[src/rtl/word_unpack_if.sv]
// rtl/word_unpack_if.sv - upstream word / downstream pixel handshake bundle for word_unpack
`ifndef DSIZE
`define DSIZE 36
`endif
`ifndef MAX_FRM_COL
`define MAX_FRM_COL 16
`endif

interface word_unpack_if;
  logic               us_vld;
  logic               us_rdy;
  logic [`DSIZE-1:0]  us_data;
  logic               pix_vld;
  logic               pix_rdy;
  logic [7:0]         pix_data;
  logic               pix_sof;
  logic               pix_eol;
  logic               pix_eof;
  logic               frame_err;

  modport master (
    output us_vld, us_data, pix_rdy,
    input  us_rdy, pix_vld, pix_data, pix_sof, pix_eol, pix_eof, frame_err
  );

  modport slave (
    input  us_vld, us_data, pix_rdy,
    output us_rdy, pix_vld, pix_data, pix_sof, pix_eol, pix_eof, frame_err
  );
endinterface

[src/rtl/word_unpack.sv]
// rtl/word_unpack.sv - 32-bit word to 8-bit pixel unpacker with SOF sync; WORD_UNPACK_FRAME_CHECK_EN adds frame_err
module word_unpack #(
  parameter bit MSB_FIRST = 1'b0
) (
  input  logic          clk,
  input  logic          rst_n,
  input  logic          en,
  word_unpack_if.slave  bus
);

  localparam logic [9:0] COL_LAST = 10'(`MAX_FRM_COL - 1);

  typedef enum logic {
    SYNC = 1'b0,
    RUN  = 1'b1
  } state_t;

  state_t      state_q, state_d;
  logic        full_q, full_d;
  logic [33:0] word_q, word_d;
  logic [1:0]  idx_q, idx_d;
  logic [9:0]  col_q, col_d;

  logic        last_byte;
  logic        pix_vld;
  logic        pix_fire;
  logic        us_rdy;
  logic        us_fire;
  logic        us_sof;
  logic        eof_fire;
  logic        load_word;
  logic [1:0]  sel;
  logic [7:0]  cur_byte;
  logic        unused_hi;

  // bits above the EOF flag carry nothing for this stage
  assign unused_hi = ^bus.us_data[`DSIZE-1:34];

  // handshake qualifiers shared by the FSM and the datapath
  always_comb begin
    last_byte = (idx_q == 2'd3);
    pix_vld   = en & full_q & (state_q == RUN);
    pix_fire  = pix_vld & bus.pix_rdy;
    us_rdy    = rst_n & en & (~full_q | (pix_fire & last_byte));
    us_fire   = bus.us_vld & us_rdy;
    us_sof    = bus.us_data[32];
    eof_fire  = pix_fire & last_byte & word_q[33];
    // a SOF word always loads; other words only continue an open frame
    load_word = us_fire & (us_sof | ((state_q == RUN) & ~eof_fire));
  end

  // state register
  always_ff @(posedge clk or negedge rst_n) begin
    if (!rst_n) begin
      state_q <= SYNC;
    end else begin
      state_q <= state_d;
    end
  end

  // next state: SOF wins over the EOF return so back-to-back frames lose nothing
  always_comb begin
    state_d = state_q;
    if (!en) begin
      state_d = SYNC;
    end else if (us_fire & us_sof) begin
      state_d = RUN;
    end else if (eof_fire) begin
      state_d = SYNC;
    end
  end

  // next word register, byte index and column counter
  always_comb begin
    full_d = full_q;
    word_d = word_q;
    idx_d  = idx_q;
    col_d  = col_q;
    if (!en) begin
      full_d = 1'b0;
      idx_d  = 2'd0;
      col_d  = 10'd0;
    end else begin
      if (pix_fire) begin
        idx_d = idx_q + 2'd1;
        if (last_byte) begin
          full_d = 1'b0;
        end
        if ((col_q == COL_LAST) || eof_fire) begin
          col_d = 10'd0;
        end else begin
          col_d = col_q + 10'd1;
        end
      end
      if (load_word) begin
        word_d = bus.us_data[33:0];
        full_d = 1'b1;
        idx_d  = 2'd0;
        if (us_sof) begin
          col_d = 10'd0;
        end
      end
    end
  end

  // datapath registers
  always_ff @(posedge clk or negedge rst_n) begin
    if (!rst_n) begin
      full_q <= 1'b0;
      word_q <= '0;
      idx_q  <= 2'd0;
      col_q  <= 10'd0;
    end else begin
      full_q <= full_d;
      word_q <= word_d;
      idx_q  <= idx_d;
      col_q  <= col_d;
    end
  end

  // outputs: pixel fields are forced to zero whenever no pixel is offered
  always_comb begin
    sel = MSB_FIRST ? (2'd3 - idx_q) : idx_q;
    case (sel)
      2'd0:    cur_byte = word_q[7:0];
      2'd1:    cur_byte = word_q[15:8];
      2'd2:    cur_byte = word_q[23:16];
      default: cur_byte = word_q[31:24];
    endcase
    bus.us_rdy   = us_rdy;
    bus.pix_vld  = pix_vld;
    bus.pix_data = pix_vld ? cur_byte : 8'h00;
    bus.pix_sof  = pix_vld & word_q[32] & (idx_q == 2'd0);
    bus.pix_eof  = pix_vld & word_q[33] & last_byte;
    bus.pix_eol  = pix_vld & (col_q == COL_LAST);
  end

`ifdef WORD_UNPACK_FRAME_CHECK_EN
  logic err_q, err_d;

  // short/long frame at EOF, or a frame restarted by an unexpected SOF
  always_comb begin
    err_d = en & ((eof_fire & (col_q != COL_LAST)) |
                  (us_fire & us_sof & (state_q == RUN) & ~eof_fire));
  end

  // one-cycle error pulse
  always_ff @(posedge clk or negedge rst_n) begin
    if (!rst_n) begin
      err_q <= 1'b0;
    end else begin
      err_q <= err_d;
    end
  end

  assign bus.frame_err = err_q;
`else
  assign bus.frame_err = 1'b0;
`endif

endmodule
[src/flat_wrapper.sv]
// flat-port wrapper written by rule: the top's interface ports become plain ports
module word_unpack_flat 
#(
  parameter bit MSB_FIRST = 1'b0
)
  (clk, rst_n, en, bus_us_vld, bus_us_data, bus_pix_rdy, bus_us_rdy, bus_pix_vld, bus_pix_data, bus_pix_sof, bus_pix_eol, bus_pix_eof, bus_frame_err);
  word_unpack_if bus_i ();
  input  logic clk;
  input  logic rst_n;
  input  logic en;
  input wire logic [$bits(bus_i.us_vld)-1:0] bus_us_vld;
  input wire logic [$bits(bus_i.us_data)-1:0] bus_us_data;
  input wire logic [$bits(bus_i.pix_rdy)-1:0] bus_pix_rdy;
  output wire logic [$bits(bus_i.us_rdy)-1:0] bus_us_rdy;
  output wire logic [$bits(bus_i.pix_vld)-1:0] bus_pix_vld;
  output wire logic [$bits(bus_i.pix_data)-1:0] bus_pix_data;
  output wire logic [$bits(bus_i.pix_sof)-1:0] bus_pix_sof;
  output wire logic [$bits(bus_i.pix_eol)-1:0] bus_pix_eol;
  output wire logic [$bits(bus_i.pix_eof)-1:0] bus_pix_eof;
  output wire logic [$bits(bus_i.frame_err)-1:0] bus_frame_err;
  assign bus_i.us_vld = bus_us_vld;
  assign bus_i.us_data = bus_us_data;
  assign bus_i.pix_rdy = bus_pix_rdy;
  assign bus_us_rdy = bus_i.us_rdy;
  assign bus_pix_vld = bus_i.pix_vld;
  assign bus_pix_data = bus_i.pix_data;
  assign bus_pix_sof = bus_i.pix_sof;
  assign bus_pix_eol = bus_i.pix_eol;
  assign bus_pix_eof = bus_i.pix_eof;
  assign bus_frame_err = bus_i.frame_err;
  word_unpack #(.MSB_FIRST(MSB_FIRST)) u_core (.clk(clk), .rst_n(rst_n), .en(en), .bus(bus_i));
endmodule
[config.mk]
export PLATFORM = sky130hd
export DESIGN_NAME = word_unpack_flat
export DESIGN_NICKNAME = d
export VERILOG_FILES = /design/src/rtl/word_unpack_if.sv /design/src/rtl/word_unpack.sv /design/src/flat_wrapper.sv
export SDC_FILE = /design/constraint.sdc
export NUM_CORES = 1
export LEC_CHECK = 0
export BUFFER_PORTS_ARGS = -buffer_cell sky130_fd_sc_hd__buf_4
export CORE_ASPECT_RATIO = 1.4
export CORE_MARGIN = 1
export CORE_UTILIZATION = 40
export CTS_BUF_LIST = sky130_fd_sc_hd__clkbuf_4 sky130_fd_sc_hd__clkbuf_8 sky130_fd_sc_hd__clkbuf_16
export CTS_CLUSTER_DIAMETER = 80
export DETAILED_ROUTE_END_ITERATION = 8
export GPL_TIMING_DRIVEN = 0
export PLACE_DENSITY_LB_ADDON = 0.1
export SLEW_MARGIN = 20
export SYNTH_ARGS = -nofsm -noshare
export SYNTH_HDL_FRONTEND = slang
export SYNTH_SLANG_ARGS = --single-unit
[constraint.sdc]
create_clock -name clk -period 5 [get_ports clk]
set_clock_uncertainty 0.15 [all_clocks]
set_input_delay 0.5 -clock clk [delete_from_list [all_inputs] [get_ports clk]]
set_output_delay 0.5 -clock clk [all_outputs]
set_load 0.01 [all_outputs]
==> flow_summary.ini <==
[status]
outcome = completed

[floorplan]
start_util_pct = 42.0
die_x_um = 68.8
num_rows = 33
core_um2 = 5950
pin_count = 55
die-area_um2 = 6560
die_y_um = 95.5

[hold_path]
hold_class = input pin to asynchronous set/reset pin

[setup_path]
cp_data_required_time_ps = 4350
r2r_setup_slack_ps = 2870
rr_startpoint = u_core.col_q[5]$_DFF_PN0_
critPathLaunch = u_core.idx_q[0]$_DFFE_PN0P_
endpoint = bus_pix_data[2]
r2r-end = u_core.col_q[7]$_DFF_PN0_
cp_data_arrival_time_ps = 2200
cp-start-kind = flip-flop
endpoint_kind = primary output
crit_type = flip-flop to primary output
ff2ff_path_depth = 4
cp_max_fo = 9

[detailed_routing]
drtIter0Drc = 88
avgViaCountPerCell = 5.24
wirelength_um = 5250
antenna_left = 0
drc_errors = 0
firstDrtPassIters = 5
wire_per_inst_um = 15.4
vias = 1782

[synthesis]
synth_nets = 258
syn_area_um2 = 2500
synth-seq-area-share_pct = 48.1
yosys.cell_types.count = 37
yosys_register_bits = 48
synth_cells = 211
avgSynthCellArea_um2 = 11.8
yosys_warnings = 0

[placed_design]
gp_congestion = 0.804
portBuffers = 51
dpl.hpwl_um = 3880

[timing]
final.min_clock_period_ps = 2850
fin_tns_setup_ps = 0
hold_viol = 0
relSlewSlack_pct = 48.2
holdWs_ps = 53.8
drv_slew = 0
finalCritPeriodShare_pct = 57.0
setup_viol = 0
rsz0062_at_grt = false
tightest_slew_ps = 776
max_freq_mhz = 351

[cts]
cts_resized = 0
htree_levels = 2
path_clk_slew_ps = 90
clk_path_buf_depth = 2
clk_latency_ps = 300
numCtsBuffers = 5
cts_setup_buffers = 0
cts-root-buf = clkbuf_8
clock_sinks = 48
tritoncts = built
ctsHoldBuffers = 0

[final_layout]
drive_gt1_share_pct = 37.0
syn_to_final_growth_pct = 22.8
nNetsFinal = 316
diodes = 0

[job]
drv_cap = 0

[pwr]
p_switching_uw = 236
powerDensity_nw_per_um2 = 308
internal-power_uw = 708
combPwrFrac_pct = 20.2
leakage_nw = 1.41
p_clk_share_pct = 26.6
irDropWorstVdd_v = 0.000175
p_seq_share_pct = 53.3
swShare_pct = 25.0

[grt]
grt_max_degree = 51
antenna_found_initial = 0
grt_pass1_wl_um = 8830
grt.overflow.total = 0
grt_usage_pct = 18.7
grt_pass1_vias = 1849
-- layout by cell type, fill, tap and decap left out, drive strengths merged, types with 3 or more instances in the layout --
cell type / n
buf: 59
nor3: 4
nand3: 9
nor2: 29
ha: 6
xnor2: 7
inv: 5
a222oi: 8
and2: 3
and3: 3
nand2: 11
mux2: 33
dfrtp: 48
clkbuf: 12
a21oi: 11
-- layer usage --
| metal | vias to the layer above | track usage [%] | part of all wire, % |
|---|---|---|---|
| li1 | 866 | - | - |
| met1 | 873 | 23.1 | 44 |
| met2 | 37 | 31.7 | 51 |
| met3 | 6 | 4.31 | 3.4 |
| met4 | 0 | 5.61 | 1.2 |
| met5 | - | 0 | 0 |
-- layout make-up --
type                    count  area, um^2
multi-input cells         145        1170
fillers                   575        2880
clock inverters             1        7.51
well taps                  70        87.6
plain buffers              13         110
flip-flops and latches     48        1200
repair buffers             51         383
clock buffers               7        90.1
inverters                   5        18.8
-- critical path: stages (launching register included) --
cell	delay, ps
dfrtp_1	410
inv_1	110
ha_1	200
clkbuf_1	230
a222oi_1	490
nor2_1	120
a21oi_1	130
nor2_1	50
buf_4	160
-- registers in the layout (all words and copies together), names as in the netlist --
signal,flops
u_core.col_q,10
u_core.full_q,1
u_core.idx_q,2
u_core.state_q,1
u_core.word_q,34
-- synthesized netlist by cell type --
master / number / area share, %
and4_2: 1 / 0.40
a222oi_1: 8 / 3.2
a32oi_1: 1 / 0.35
and2_1: 3 / 0.75
nor4b_1: 1 / 0.35
nand4_1: 1 / 0.25
nor2_1: 29 / 4.4
buf_4: 1 / 0.30
nor2b_1: 1 / 0.25
clkbuf_1: 5 / 0.75
ha_1: 6 / 3.0
a31oi_1: 1 / 0.25
and3_1: 3 / 0.75
a21oi_1: 11 / 2.2
xor2_1: 2 / 0.70
dfrtp_1: 48 / 48
o211a_1: 1 / 0.40
buf_6: 1 / 0.45
mux2_2: 4 / 1.8
nand3_1: 9 / 1.8
buf_2: 1 / 0.20
inv_1: 5 / 0.75
nor4_1: 2 / 0.50
o221ai_1: 1 / 0.35
buf_12: 3 / 2.4
nor3_1: 4 / 0.80
buf_1: 2 / 0.30
a32o_1: 1 / 0.40
mux2_4: 29 / 17
o211ai_1: 1 / 0.30
o21a_1: 2 / 0.60
xnor2_1: 7 / 2.5
nand4_2: 1 / 0.50
nor3b_1: 1 / 0.30
conb_1: 1 / 0.15
o21ai_0: 2 / 0.40
nand2_1: 11 / 1.7
-- power by group through the flow --
stage | Sequential (mW) | Combinational [mW] | Clock, mW
after floorplan | 0.496 | 0.141 | 0
after CTS | 0.504 | 0.193 | 0.254
after detailed placement | 0.510 | 0.193 | 0
final | 0.503 | 0.190 | 0.251
after global routing | 0.515 | 0.209 | 0.274
after global placement | 0.510 | 0.189 | 0
-- worst min path at each step --
| stage | end | slack [ps] |
|---|---|---|
| floorplan | u_core.col_q[0]$_DFF_PN0_ | 50 |
| global placement | u_core.word_q[32]$_DFFE_PN0P_ | 320 |
| detailed placement | u_core.word_q[23]$_DFFE_PN0P_ | 340 |
| CTS | u_core.word_q[20]$_DFFE_PN0P_ | 90 |
| global route | u_core.word_q[20]$_DFFE_PN0P_ | 110 |
| finish | u_core.word_q[4]$_DFFE_PN0P_ | 50 |
-- metrics by stage --
stage | std cells | setup slack, ps | area (um^2) | power, mW | util [%]
2_1_floorplan | 211 | 3000 | 2500 | 0.637 | -
5_1_grt | 340 | 2010 | 3060 | 0.998 | 51.5
6_report | 340 | 2150 | 3060 | 0.945 | 51.5
3_5_place_dp | 332 | 2500 | 2970 | 0.703 | 49.9
3_3_place_gp | 332 | 2500 | 2970 | 0.699 | 49.9
4_1_cts | 340 | 2150 | 3060 | 0.951 | 51.5
-- logic make-up (layout without fill, tap and decap cells) --
logic type | count (synthesis) | in the layout | synth area share [%]
and+or+nand+nor | 67 | 67 | 12.7
DFF | 48 | 48 | 48.1
muxes | 33 | 33 | 19.2
AOI/OAI and AO/OA | 29 | 29 | 8.47
buffers and inverters | 18 | 77 | 5.16
xor gates and xnor gates | 9 | 9 | 3.16
adders and majority gates | 6 | 6 | 3.01
other | 1 | 1 | 0.150
Power figures use the tool's default switching activity.
